[config.mk]
export PLATFORM = sky130hd
export DESIGN_NAME = hand_display
export DESIGN_NICKNAME = d
export VERILOG_FILES = /design/src/rtl/card_pkg.sv /design/src/rtl/card_glyph.sv /design/src/rtl/hand_display.sv
export SDC_FILE = /design/constraint.sdc
export NUM_CORES = 1
export LEC_CHECK = 0
export ABC_AREA = 0
export ABC_CLOCK_PERIOD_IN_PS = 7350
export BUFFER_PORTS_ARGS = -buffer_cell sky130_fd_sc_hd__buf_4
export CELL_PAD_IN_SITES_DETAIL_PLACEMENT = 2
export CELL_PAD_IN_SITES_GLOBAL_PLACEMENT = 2
export CORE_MARGIN = 3
export CORE_UTILIZATION = 36
export DETAILED_ROUTE_END_ITERATION = 10
export MAX_ROUTING_LAYER = met4
export PLACE_DENSITY = 0.79
export SLEW_MARGIN = 20
export SYNTH_ARGS = -nofsm -noshare
export SYNTH_HDL_FRONTEND = slang
export SYNTH_SLANG_ARGS = --single-unit
[constraint.sdc]
create_clock -name clk -period 7.35 [get_ports clk]
set_clock_uncertainty 0.2 [all_clocks]
set_input_delay 1.47 -clock clk [delete_from_list [all_inputs] [get_ports clk]]
set_output_delay 1.47 -clock clk [all_outputs]
set_load 0.02 [all_outputs]
[src/rtl/card_pkg.sv]
// Shared card types, glyph table and scoring helpers for the hand display.
// Glyphs are active-low segments packed {g,f,e,d,c,b,a}.
package card_pkg;

  typedef logic [3:0] card_t;

  typedef enum logic [1:0] {EMPTY, FILLING, FULL} hand_state_t;

  localparam logic [6:0] DIGIT_0 = 7'h40;
  localparam logic [6:0] DIGIT_1 = 7'h79;
  localparam logic [6:0] DIGIT_2 = 7'h24;
  localparam logic [6:0] DIGIT_3 = 7'h30;
  localparam logic [6:0] DIGIT_4 = 7'h19;
  localparam logic [6:0] DIGIT_5 = 7'h12;
  localparam logic [6:0] DIGIT_6 = 7'h02;
  localparam logic [6:0] DIGIT_7 = 7'h78;
  localparam logic [6:0] DIGIT_8 = 7'h00;
  localparam logic [6:0] DIGIT_9 = 7'h10;

  localparam logic [6:0] GLYPH_NONE = 7'h7F;
  localparam logic [6:0] GLYPH_A    = DIGIT_1;
  localparam logic [6:0] GLYPH_2    = DIGIT_2;
  localparam logic [6:0] GLYPH_3    = DIGIT_3;
  localparam logic [6:0] GLYPH_4    = DIGIT_4;
  localparam logic [6:0] GLYPH_5    = DIGIT_5;
  localparam logic [6:0] GLYPH_6    = DIGIT_6;
  localparam logic [6:0] GLYPH_7    = DIGIT_7;
  localparam logic [6:0] GLYPH_8    = DIGIT_8;
  localparam logic [6:0] GLYPH_9    = DIGIT_9;
  localparam logic [6:0] GLYPH_10   = DIGIT_0;
  localparam logic [6:0] GLYPH_J    = 7'h61;
  localparam logic [6:0] GLYPH_Q    = 7'h18;
  localparam logic [6:0] GLYPH_K    = 7'h09;

  // Face cards, tens and illegal codes are all worth zero in baccarat.
  function automatic logic [3:0] card_points(input card_t c);
    return (c >= 4'd1 && c <= 4'd9) ? c : 4'd0;
  endfunction

  function automatic logic [6:0] score_glyph(input logic [3:0] d);
    logic [6:0] seg;
    case (d)
      4'd0:    seg = DIGIT_0;
      4'd1:    seg = DIGIT_1;
      4'd2:    seg = DIGIT_2;
      4'd3:    seg = DIGIT_3;
      4'd4:    seg = DIGIT_4;
      4'd5:    seg = DIGIT_5;
      4'd6:    seg = DIGIT_6;
      4'd7:    seg = DIGIT_7;
      4'd8:    seg = DIGIT_8;
      4'd9:    seg = DIGIT_9;
      default: seg = GLYPH_NONE;
    endcase
    return seg;
  endfunction

endpackage

[src/rtl/card_glyph.sv]
// Combinational card code to active-low seven-segment decoder.
// Codes 0, 14 and 15 mean "no card" and render blank.
module card_glyph
  import card_pkg::*;
(
  input  logic [3:0] card,
  output logic [6:0] seg
);

  always_comb begin
    seg = GLYPH_NONE;
    case (card)
      4'd1:    seg = GLYPH_A;
      4'd2:    seg = GLYPH_2;
      4'd3:    seg = GLYPH_3;
      4'd4:    seg = GLYPH_4;
      4'd5:    seg = GLYPH_5;
      4'd6:    seg = GLYPH_6;
      4'd7:    seg = GLYPH_7;
      4'd8:    seg = GLYPH_8;
      4'd9:    seg = GLYPH_9;
      4'd10:   seg = GLYPH_10;
      4'd11:   seg = GLYPH_J;
      4'd12:   seg = GLYPH_Q;
      4'd13:   seg = GLYPH_K;
      default: seg = GLYPH_NONE;
    endcase
  end

endmodule

[src/rtl/hand_display.sv]
// One baccarat hand: card slots, score and HEX drivers; displays lag slot writes by 1 cycle.
// deal_ready drops while full or during clear; CARD_BLINK_EN blinks the newest slot.
module hand_display
  import card_pkg::*;
#(
  parameter int NUM_SLOTS    = 3,
  parameter int BLINK_PERIOD = 25_000_000
) (
  input  logic                           clk,
  input  logic                           reset,
  input  logic                           deal_valid,
  input  logic [3:0]                     deal_card,
  output logic                           deal_ready,
  input  logic                           clear,
  output logic [$clog2(NUM_SLOTS+1)-1:0] count,
  output logic                           full,
  output logic [3:0]                     score,
  output logic [7*NUM_SLOTS-1:0]         HEX,
  output logic [6:0]                     HEX_SCORE
);

  localparam int CW = $clog2(NUM_SLOTS + 1);
  localparam logic [CW-1:0] LAST_SLOT = CW'(NUM_SLOTS - 1);

  logic [NUM_SLOTS-1:0][3:0] slots_q, slots_d;
  logic [CW-1:0]             count_q, count_d;
  hand_state_t               state_q, state_d;
  logic [3:0]                score_q, score_d;
  logic [7*NUM_SLOTS-1:0]    hex_q, hex_d;
  logic [6:0]                hex_score_q, hex_score_d;
  logic [NUM_SLOTS-1:0][6:0] glyph;
  logic [5:0]                sum;
  logic                      accept;
  logic                      blank_newest;

  assign deal_ready = (state_q != FULL) && !clear;
  assign accept     = deal_valid && deal_ready;

  always_comb begin
    slots_d = slots_q;
    count_d = count_q;
    state_d = state_q;
    if (clear) begin
      slots_d = '0;
      count_d = '0;
      state_d = EMPTY;
    end else if (accept) begin
      for (int i = 0; i < NUM_SLOTS; i++) begin
        if (i == int'(count_q)) slots_d[i] = deal_card;
      end
      count_d = count_q + 1'b1;
      state_d = (count_q == LAST_SLOT) ? FULL : FILLING;
    end
  end

  always_ff @(posedge clk or posedge reset) begin
    if (reset) begin
      slots_q <= '0;
      count_q <= '0;
      state_q <= EMPTY;
    end else begin
      slots_q <= slots_d;
      count_q <= count_d;
      state_q <= state_d;
    end
  end

  for (genvar g = 0; g < NUM_SLOTS; g++) begin : g_slot
    card_glyph u_glyph (
      .card (slots_q[g]),
      .seg  (glyph[g])
    );
  end

`ifdef CARD_BLINK_EN
  localparam int BCW = $clog2(BLINK_PERIOD + 1);
  localparam logic [BCW-1:0] BLINK_LAST = BCW'(BLINK_PERIOD - 1);

  logic [BCW-1:0] blink_cnt_q, blink_cnt_d;
  logic           blink_phase_q, blink_phase_d;

  // Restarting on accept guarantees a fresh card is seen lit first.
  always_comb begin
    blink_cnt_d   = blink_cnt_q;
    blink_phase_d = blink_phase_q;
    if (clear || accept) begin
      blink_cnt_d   = '0;
      blink_phase_d = 1'b0;
    end else if (count_q != '0) begin
      if (blink_cnt_q == BLINK_LAST) begin
        blink_cnt_d   = '0;
        blink_phase_d = !blink_phase_q;
      end else begin
        blink_cnt_d = blink_cnt_q + 1'b1;
      end
    end
  end

  always_ff @(posedge clk or posedge reset) begin
    if (reset) begin
      blink_cnt_q   <= '0;
      blink_phase_q <= 1'b0;
    end else begin
      blink_cnt_q   <= blink_cnt_d;
      blink_phase_q <= blink_phase_d;
    end
  end

  assign blank_newest = blink_phase_q && (count_q != '0);
`else
  logic unused_blink_period;
  assign unused_blink_period = (BLINK_PERIOD > 0);
  assign blank_newest        = 1'b0;
`endif

  always_comb begin
    sum = '0;
    for (int i = 0; i < NUM_SLOTS; i++) begin
      sum = sum + 6'(card_points(slots_q[i]));
    end
    score_d     = 4'(sum % 6'd10);
    hex_score_d = score_glyph(score_d);
    hex_d       = '1;
    for (int i = 0; i < NUM_SLOTS; i++) begin
      hex_d[7*i +: 7] = glyph[i];
      if (blank_newest && (i + 1 == int'(count_q))) hex_d[7*i +: 7] = GLYPH_NONE;
    end
  end

  always_ff @(posedge clk or posedge reset) begin
    if (reset) begin
      score_q     <= '0;
      hex_q       <= '1;
      hex_score_q <= DIGIT_0;
    end else begin
      score_q     <= score_d;
      hex_q       <= hex_d;
      hex_score_q <= hex_score_d;
    end
  end

  assign count     = count_q;
  assign full      = (state_q == FULL);
  assign score     = score_q;
  assign HEX       = hex_q;
  assign HEX_SCORE = hex_score_q;

endmodule

==> results.txt <==
----------------------------------------------------
[Logic synthesis]
  Net count after synthesis ... 380
  Proportion of register bits with asynchronous set or reset after synthesis ... 100%
  Library cells used by synthesis ... 57
  Synthesized instance count ... between 300 and 400
  Primary FF master, synth ... sky130_fd_sc_hd__dfrtp_1
  Post-Syn Area ... 3230 sq um
  Yosys warnings ... 0
  Fraction of the yosys area taken by sequential cells ... 38.0%
  Mean instance size in the synthesized netlist ... 9.57 sq um
  Synth Register Bits ... 48
  Number of enable-type register cells in the synthesized netlist ... 0

[Worst setup path]
  Reg2Reg Launch Point ... slots_q[9]
  Critical path's most frequent cell ... sky130_fd_sc_hd__ha_1
  Critical path startpoint category ... flop
  Largest delay share family, worst path ... adder cells
  Cell Chain, Critical Path ... inv_1 -> ha_1 -> nor2_1 -> nor2_1 -> o21a_1 -> and2_1 -> fa_1 -> ha_1 -> fa_1 -> or2b_2 -> and2_1 -> ha_1 -> nand2b_1 -> a21oi_1 -> a21oi_2 -> o22ai_2 -> nor2b_1 -> ha_1 -> o31a_1 -> a32oi_1 -> a21oi_2 -> mux2_2 -> o21a_1
  Cell with the biggest individual delay on the critical path ... sky130_fd_sc_hd__fa_1
  Worst setup path category ... flop to flop
  R2r worst-path depth ... 23
  Setup slack, reg-to-reg ... roughly 1000 ps
  Crit end category ... flop
  Stages on the worst setup path ... 23
  Worst endpoint data arrival time ... 6340 ps
  Reg2reg end ... HEX_SCORE[0]
  Critical Path RT ... 7340 ps
  Launch point of the worst path ... slots_q[9]
  Maximum fanout along the worst path ... 12
  Worst stage delay on the critical path ... 540 ps
  Count of buffering cells on the critical path with inverters included ... 1

[Global route]
  Antenna violations before repair ... 0
  GRT Resource Usage Total ... 17.4%
  Residual overflow from global routing ... 0
  Pin count of the biggest net entering global routing ... 49
  First-pass GRT wire length ... roughly 14000 microns
  Vias in the first global route ... about 2800

[Final layout]
  Share of layout cells above drive strength 1 ... 25.7%
  Number of standard cells in the layout, taps in and fillers out ... about 480
  Most frequent standard cell in the layout excluding fill and tap cells ... sky130_fd_sc_hd__buf_4
  Relative area change from synthesis to final layout ... 13.0%
  Number of diodes ... 0
  Leading cell types in the layout, fill and taps excluded ... sky130_fd_sc_hd__buf_4 (43), sky130_fd_sc_hd__nand2_1 (36), sky130_fd_sc_hd__a21oi_1 (29), sky130_fd_sc_hd__ha_1 (29), sky130_fd_sc_hd__dfrtp_1 (26)
  Layout Nets ... 411

[Run status]
  Outcome ... finished clean

[Clock tree]
  TritonCTS clock tree ... built
  Total of hold buffers inserted after clock tree synthesis ... 0
  Clk root buf ... sky130_fd_sc_hd__clkbuf_8
  Total clock sinks ... 48
  CTS HTree Levels ... 2
  Post-cts sizing count ... 0
  Clock Pin Slew Worst Setup and Hold Paths ... about 90 ps
  Post CTS Setup Buffer Count ... 0
  Clock insertion delay at the later pin of the skew report ... roughly 300 ps
  Number of buffers added by the clock tree synthesis step ... 5
  Clock Tree Buf Depth ... 2

[STA]
  Shortest period the worst path allows ... 6350 ps
  Final Slew Violations ... 0
  Final setup violation count ... 0
  Headroom to the max-slew limit ... 45.9%
  Crit share post-route ... 86.4%
  Setup repair after global routing missed its margin ... false
  Worst Tran Pin Value ... 810 ps
  Highest attainable clock frequency ... 158 MHz
  Sum of negative setup slack ... 0 ps
  Final hold violation count ... 0

[Placement]
  Final Wtd Congestion ... approximately 0.84
  Cell Count Post-Placement ... roughly 470
  Count of input and output buffers ... 43
  Sum of net half-perimeters after detailed placement ... 6170 microns

[Pwr]
  Maximum resistive drop on vdd ... roughly 0.000076 V
  Flop pwr share ... 48.9%
  Switching power ... 0.200 mW
  Internal power ... 0.434 mW
  Combinational share of power ... around 27%
  Share of total power consumed by net switching ... a little under a third
  Leakage power of the design ... between 1.5 and 2 nW
  Post-layout total power ... 0.634 mW
  Power per Cell Area ... 173 nW/um^2
  Clock group share of total power ... roughly 24%

[Floorplanning]
  Boundary Pins ... 44
  Effective utilization at floorplan ... 38.2%
  Core Area ... 8460 sq um
  Die outline width ... approximately 100 microns
  Standard-cell rows ... 33
  Die Ht ... 101 microns
  Die Outline Area ... 10200 sq um

[Routing]
  Detailed-router iteration count before antenna repair ... 4
  Initial detailed-routing violation count ... 90
  Count of vias placed by the detailed router ... approximately 2500
  Remaining antenna violation count after routing ... 0
  Post-Route WL ... 8000 microns
  Via density per instance ... 5.35
  Routed WL per cell ... 16.8 microns
  Number of remaining DRC errors ... 0

[Min path]
  Number of cells on the worst hold path ... 2
  Beginning of the worst hold path ... state_q[1]
  Worst min-delay path class ... flop to flop
  End point of the worst hold path ... state_q[1]

[Job]
  Maximum capacitance violations ... 0

----------------------------------------------------
==> registers in the layout, indices dropped and copies added (netlist names) <==
signal and cells:
score 4, HEX 21, count 2, state_q 2, HEX_SCORE 7, slots_q 12
==> metal layers <==
metal | routed length [microns] | vias to the layer above | track usage, % | part of all wire [%]
met1 | 3770 | 1270 | 22.6 | 47
met4 | 53 | 0 | 3.11 | 0.66
li1 | - | 1228 | - | -
met2 | 3910 | 39 | 29.4 | 49
met3 | 266 | 6 | 2.35 | 3.3
met5 | 0 | - | - | 0
==> metrics by stage <==
| step | area [sq um] | util, % | worst slack (ps) | hold WS (ps) |
|---|---|---|---|---|
| 5_1_grt | 3650 | 43.2 | 577 | 365 |
| 3_3_place_gp | 3570 | 42.2 | 1300 | 258 |
| 4_1_cts | 3650 | 43.2 | 966 | 295 |
| 2_1_floorplan | 3230 | - | 1830 | 239 |
| 3_5_place_dp | 3570 | 42.2 | 1000 | 273 |
| 6_report | 3650 | 43.2 | 1000 | 283 |
==> worst max-delay path by stage <==
stage	end
floorplan	HEX_SCORE[3]
global placement	HEX_SCORE[0]
detailed placement	HEX_SCORE[0]
CTS	HEX_SCORE[0]
global route	HEX_SCORE[0]
finish	HEX_SCORE[0]
==> worst reg2reg max path, delay by kind of cell (launching register included) <==
family	cells	cell delay, ps
mux	1	410
compound gates	8	1640
fa+ha+maj	6	2210
simple gates	7	1150
flops	1	490
buf+inv	1	160
==> power by group through the flow <==
stage                     Sequential [mW]  Combinational [mW]  Clock, mW
after floorplan                     0.337              0.0923          0
after global placement              0.314               0.166          0
after detailed placement            0.315               0.173          0
after CTS                           0.311               0.174      0.162
after global routing                0.314               0.189      0.174
final                               0.310               0.171      0.154
==> synth_stat cells (3+ instances only) <==
master                      n  area, sq um
sky130_fd_sc_hd__nand3_1   17         85.1
sky130_fd_sc_hd__a211oi_1   6         45.0
sky130_fd_sc_hd__nand2_1   36          135
sky130_fd_sc_hd__dfstp_2   22          578
sky130_fd_sc_hd__or2b_2     3         26.3
sky130_fd_sc_hd__o31ai_1    3         22.5
sky130_fd_sc_hd__clkbuf_1  10         37.5
sky130_fd_sc_hd__dfrtp_1   26          651
sky130_fd_sc_hd__nor3_1     3         15.0
sky130_fd_sc_hd__o21a_1     8         60.1
sky130_fd_sc_hd__buf_1      3         11.3
sky130_fd_sc_hd__nor2_1    19         71.3
sky130_fd_sc_hd__mux2i_1    9         90.1
sky130_fd_sc_hd__and2_1     8         50.1
sky130_fd_sc_hd__or2_2      3         18.8
sky130_fd_sc_hd__mux2_2     3         33.8
sky130_fd_sc_hd__xnor2_1    3         26.3
sky130_fd_sc_hd__nor2b_1    3         18.8
sky130_fd_sc_hd__ha_1      29          363
sky130_fd_sc_hd__a21oi_1   29          145
sky130_fd_sc_hd__inv_1     25         93.8
sky130_fd_sc_hd__a31oi_1    5         31.3
sky130_fd_sc_hd__fa_1       5          100
sky130_fd_sc_hd__o21ai_0   12         60.1
sky130_fd_sc_hd__buf_6      6         67.6
==> cell type report <==
| cell class | instances | area [sq um] |
|---|---|---|
| Clock buffer | 7 | 76.3 |
| Multi-Input combinational cell | 246 | 1800 |
| Tap cell | 105 | 131 |
| Inverter | 25 | 95.1 |
| Fill cell | 926 | 4810 |
| Timing Repair Buffer | 43 | 323 |
| Clock inverter | 1 | 5.00 |
| Sequential cell | 48 | 1230 |
==> cell families after synthesis <==
| logic type | after synthesis | synth area share, % |
|---|---|---|
| compound gates | 91 | 19.2 |
| xor+xnor | 4 | 1.55 |
| fa+ha+maj | 34 | 14.3 |
| buf+inv | 44 | 6.50 |
| flops | 48 | 38.0 |
| mux | 14 | 4.76 |
| simple gates | 103 | 15.7 |
Power figures use the tool's default switching activity.
